===== src/rtl/serial_adder_sequencer.sv =====
//==============================================================================
// serial_adder_sequencer: feeds two WIDTH-bit operands to an external 2-bit
// slice adder one pair per clock, LSB first, and assembles sum and carry-out.
// Optional macro: SERIAL_ADDER_OVERFLOW_EN adds a registered o_overflow port.
// Revision: 1.0
//==============================================================================
`default_nettype none

module serial_adder_sequencer #(
   parameter int WIDTH = 8
) (
   input  logic             i_clk,
   input  logic             i_rst,
   input  logic             i_start,
   input  logic [WIDTH-1:0] i_opA,
   input  logic [WIDTH-1:0] i_opB,
   input  logic             i_carry,
`ifdef SERIAL_ADDER_OVERFLOW_EN
   output logic             o_overflow,
`endif
   output logic             o_busy,
   output logic             o_done,
   output logic [WIDTH-1:0] o_sum,
   output logic             o_carry,
   output logic             o_bitA0,
   output logic             o_bitA1,
   output logic             o_bitB0,
   output logic             o_bitB1,
   output logic             o_slice_carry,
   input  logic             i_sum0,
   input  logic             i_sum1,
   input  logic             i_slice_carry
);

   localparam int N  = WIDTH / 2;
   localparam int CW = (N > 1) ? $clog2(N) : 1;

   typedef enum logic [1:0] {
      IDLE = 2'd0,
      RUN  = 2'd1,
      DONE = 2'd2
   } state_t;

   state_t           state;
   logic [WIDTH-1:0] a_sh;
   logic [WIDTH-1:0] b_sh;
   logic             carry_reg;
   logic [CW-1:0]    count;
   logic [WIDTH-1:0] next_sum;
   logic             last_pair;

   // New pair enters at the top so the LSB pair ends up in bits [1:0] after N shifts.
   generate
      if (WIDTH == 2) begin : g_sum_narrow
         assign next_sum = {i_sum1, i_sum0};
      end else begin : g_sum_wide
         assign next_sum = {i_sum1, i_sum0, o_sum[WIDTH-1:2]};
      end
   endgenerate

   assign last_pair = (count == CW'(N - 1));

`ifdef SERIAL_ADDER_OVERFLOW_EN
   logic a_msb;
   logic b_msb;
`endif

   always_ff @(posedge i_clk or posedge i_rst) begin
      if (i_rst) begin
         state     <= IDLE;
         a_sh      <= '0;
         b_sh      <= '0;
         carry_reg <= 1'b0;
         count     <= '0;
         o_sum     <= '0;
         o_carry   <= 1'b0;
`ifdef SERIAL_ADDER_OVERFLOW_EN
         a_msb      <= 1'b0;
         b_msb      <= 1'b0;
         o_overflow <= 1'b0;
`endif
      end else begin
         case (state)
            IDLE: begin
               if (i_start) begin
                  a_sh      <= i_opA;
                  b_sh      <= i_opB;
                  carry_reg <= i_carry;
                  count     <= '0;
                  o_sum     <= '0;
                  o_carry   <= 1'b0;
`ifdef SERIAL_ADDER_OVERFLOW_EN
                  a_msb      <= i_opA[WIDTH-1];
                  b_msb      <= i_opB[WIDTH-1];
                  o_overflow <= 1'b0;
`endif
                  state     <= RUN;
               end
            end
            RUN: begin
               o_sum     <= next_sum;
               a_sh      <= a_sh >> 2;
               b_sh      <= b_sh >> 2;
               carry_reg <= i_slice_carry;
               count     <= count + CW'(1);
               if (last_pair) begin
                  o_carry <= i_slice_carry;
`ifdef SERIAL_ADDER_OVERFLOW_EN
                  // i_sum1 becomes the sum MSB on this final edge.
                  o_overflow <= (a_msb == b_msb) && (i_sum1 != a_msb);
`endif
                  state   <= DONE;
               end
            end
            DONE: begin
               state <= IDLE;
            end
            default: begin
               state <= IDLE;
            end
         endcase
      end
   end

   assign o_busy        = (state != IDLE);
   assign o_done        = (state == DONE);
   assign o_bitA0       = (state == RUN) & a_sh[0];
   assign o_bitA1       = (state == RUN) & a_sh[1];
   assign o_bitB0       = (state == RUN) & b_sh[0];
   assign o_bitB1       = (state == RUN) & b_sh[1];
   assign o_slice_carry = (state == RUN) & carry_reg;

endmodule

`default_nettype wire


===== config.mk =====
export PLATFORM = sky130hd
export DESIGN_NAME = serial_adder_sequencer
export DESIGN_NICKNAME = d
export VERILOG_FILES = /design/src/rtl/serial_adder_sequencer.sv
export SDC_FILE = /design/constraint.sdc
export NUM_CORES = 1
export LEC_CHECK = 0
export ABC_AREA = 1
export CELL_PAD_IN_SITES_DETAIL_PLACEMENT = 1
export CELL_PAD_IN_SITES_GLOBAL_PLACEMENT = 1
export CORE_MARGIN = 2
export CORE_UTILIZATION = 35
export CTS_BUF_LIST = sky130_fd_sc_hd__clkbuf_2 sky130_fd_sc_hd__clkbuf_4 sky130_fd_sc_hd__clkbuf_8
export DETAILED_ROUTE_END_ITERATION = 10
export GPL_ROUTABILITY_DRIVEN = 0
export HOLD_SLACK_MARGIN = 0.06
export PLACE_DENSITY = 0.8
export SLEW_MARGIN = 20
export SYNTH_ARGS = -nofsm -noshare
export SYNTH_HDL_FRONTEND = slang
export SYNTH_SLANG_ARGS = --single-unit

===== constraint.sdc =====
create_clock -name i_clk -period 1.8 [get_ports i_clk]
set_input_delay 0.27 -clock i_clk [delete_from_list [all_inputs] [get_ports i_clk]]
set_output_delay 0.27 -clock i_clk [all_outputs]
set_load 0.05 [all_outputs]

==> summary.txt <==
Outcome
  – Status: completed

GRT
  – Initial antenna violation count: 0
  – Largest net degree at the start of global routing: 31
  – First-pass GRT wire length: ~6600 um
  – Total Routing Usage GR: 0.173
  – Vias in the first global route: between 1000 and 1500
  – Gr ovfl total: 0

Clocking
  – Post-CTS Setup Inserts: 0
  – Worst-path clk slew: 60 ps
  – H-tree depth: 2
  – CTS Hold Bufs: 0
  – Post-CTS Resized: 0
  – CTS buffer count: 5
  – CTS Sinks: 30
  – Worst skew pair latency: 290 ps
  – TritonCTS clock tree: done
  – Clk buf depth: 2
  – Root buf cell: clkbuf_8

Layout
  – Fill cells: 494
  – Nets: 255
  – Ant diodes: 0
  – Layout cells sized above 1: 0.104
  – Area Overhead vs Synth: 36.3%
  – Top Registers: a_sh (8), b_sh (8), o_sum (8)

Drt
  – Vias: around 1300
  – Routed wire length per instance: roughly 13 um
  – # DRC: 0
  – Post-route ant nets: 0
  – Detailed Route WL: 3670 um
  – First-pass detailed-route iteration total: 4
  – First DRT Iteration DRCs: 55
  – Routed vias/inst: approximately 4.8

STA
  – Worst slew pin tran: slightly above 500 ps
  – Max Clock Freq: 0.574 GHz
  – Max-slew violations: 0
  – Setup TNS: 0 ps
  – Final setup fails: 0
  – Worst Setup Slack, final: between 50 and 60 ps
  – Clock Skew: 1.84 ps
  – RSZ-0062 raised after global routing: false
  – Worst slew margin: 0.663
  – Fin crit period: 1740 ps
  – Hold Vio Cnt, Final: 0
  – Final period util: 0.968

Floorplanning
  – CORE AREA: between 4000 and 5000 um2
  – Ports: 39
  – Die span in y: about 70 um
  – Die area: approximately 4800 um2
  – Chip width: 69.2 um
  – Starting Density: 0.367
  – Std-Cell Rows: 23

Worst hold path
  – Class of the worst hold path: primary input to asynchronous set/reset pin

Critical path
  – Critical Path End Type: output port
  – CP top delay family: buffers and inverters
  – Worst endpoint required time: 1530 ps
  – Buf/Inv on CP: 1
  – Slowest CP cell: clkdlybuf4s50_1
  – Critical path type: register to output port
  – Worst path cell trace: clkdlybuf4s50_1
  – CP Launch Type: register
  – CP max stage delay: 810 ps
  – Worst Path Max Fanout: 3
  – R2r setup slk: 480 ps
  – WP data arrival: roughly 1500 ps

Logic synthesis
  – Synthesis Warnings: 0
  – Synthesized cell area: 1490 um2
  – Syn Area/Cell: 7.75 um2
  – Sequential area share after synthesis: 0.504
  – Post-synth cell types: 16
  – Syn Inst Count: 192
  – Register bit count reported by yosys: 30
  – Net Count, Synth: 216

Power
  – PD cells: 1980 nW/um2
  – Leakage: 1.07 nW
  – Worst vdd rail ir drop: 0.000956 V
  – Final total power: ~4.0 mW

Flow run
  – Maxcap violations: 0

Place
  – HPWL after DPL: between 2000 and 3000 um
  – Setup slack at placement: 342 ps
  – Number of I/O port buffers: 38
## cell type report
cell class / instances / area (um2) / area share
clock buffers: 6 / 82.6 / 0.0407
inverters: 37 / 139 / 0.0684
multi-input cells: 115 / 519 / 0.256
flip-flops and latches: 30 / 751 / 0.370
well taps: 50 / 62.6 / 0.0308
repair buffers: 42 / 475 / 0.234
## cell usage after synthesis
cell     instances  area [um2]
buf_2            4        20.0
ha_1             1        12.5
dfrtp_1         30         751
a21oi_1          1        5.00
buf_6            4        45.0
nor2_1           8        30.0
nor2_4           1        11.3
o21ai_0          5        25.0
nand2_1         55         206
nand2_2          2        12.5
nand3_1         35         175
o21ai_1          6        30.0
inv_1           36         135
inv_2            1        3.75
nand2_4          1        11.3
buf_4            2        15.0
## placed cells by master (no fill, tap or decap)
| cell | instances |
|---|---|
| nor2_4 | 1 |
| inv_2 | 1 |
| o21ai_1 | 6 |
| nand2_1 | 55 |
| buf_4 | 6 |
| ha_1 | 1 |
| nand2_2 | 2 |
| buf_12 | 7 |
| nor2_1 | 8 |
| clkdlybuf4s50_1 | 29 |
| a21oi_1 | 1 |
| clkbuf_8 | 6 |
| dfrtp_1 | 30 |
| nand3_1 | 35 |
| o21ai_0 | 5 |
| nand2_4 | 1 |
| inv_1 | 36 |
## worst register-to-register path: stages (launching register included)
cell and delay [ps]:
dfrtp_1 390, inv_2 120, nand2_4 160, nand2_2 360, nand3_1 130, nand2_1 90
## power breakdown
group / internal (mW) / switching [mW] / total, mW
registers: 0.983 / 0.171 / 1.15
clock network: 0.294 / 0.245 / 0.539
logic: 0.834 / 1.49 / 2.32
## through the flow
| step | instances | area [um2] | hold WS (ps) | utilization |
|---|---|---|---|---|
| global placement | 274 | 1950 | 468 | 0.480 |
| finish | 280 | 2030 | 370 | 0.500 |
| CTS | 280 | 2030 | 379 | 0.500 |
| detailed placement | 274 | 1950 | 487 | 0.480 |
| global route | 280 | 2030 | 425 | 0.500 |
| floorplan | 192 | 1490 | 361 | - |
## cell families after synthesis
logic type | count (synthesis) | synth area share
AO/OA/AOI/OAI | 12 | 0.0403
adder cells (fa/ha/maj) | 1 | 0.00840
buffers and inverters | 47 | 0.147
flip-flops | 30 | 0.504
AND/OR/NAND/NOR | 102 | 0.300
## layer usage
| metal | global-route usage | up-vias | share of wire |
|---|---|---|---|
| met1 | 0.197 | 654 | 0.45 |
| met3 | 0.0669 | 7 | 0.054 |
| li1 | - | 656 | - |
| met5 | 0 | - | 0 |
| met2 | 0.296 | 26 | 0.48 |
| met4 | 0.0566 | 0 | 0.015 |
## worst paths after layout
kind | start | endpoint | depth (start not counted)
worst max-delay path | o_sum[4] | o_sum[4] | 1
worst min-delay path | i_rst | a_sh[6] | 3
worst max register to register | state[1] | b_sh[4] | 5
worst min register to register | count[0] | count[0] | 1
max in group asynchronous | i_rst | o_carry | 3
min in group i_clk | count[0] | count[0] | 1
(Power assumes the default switching activity.)
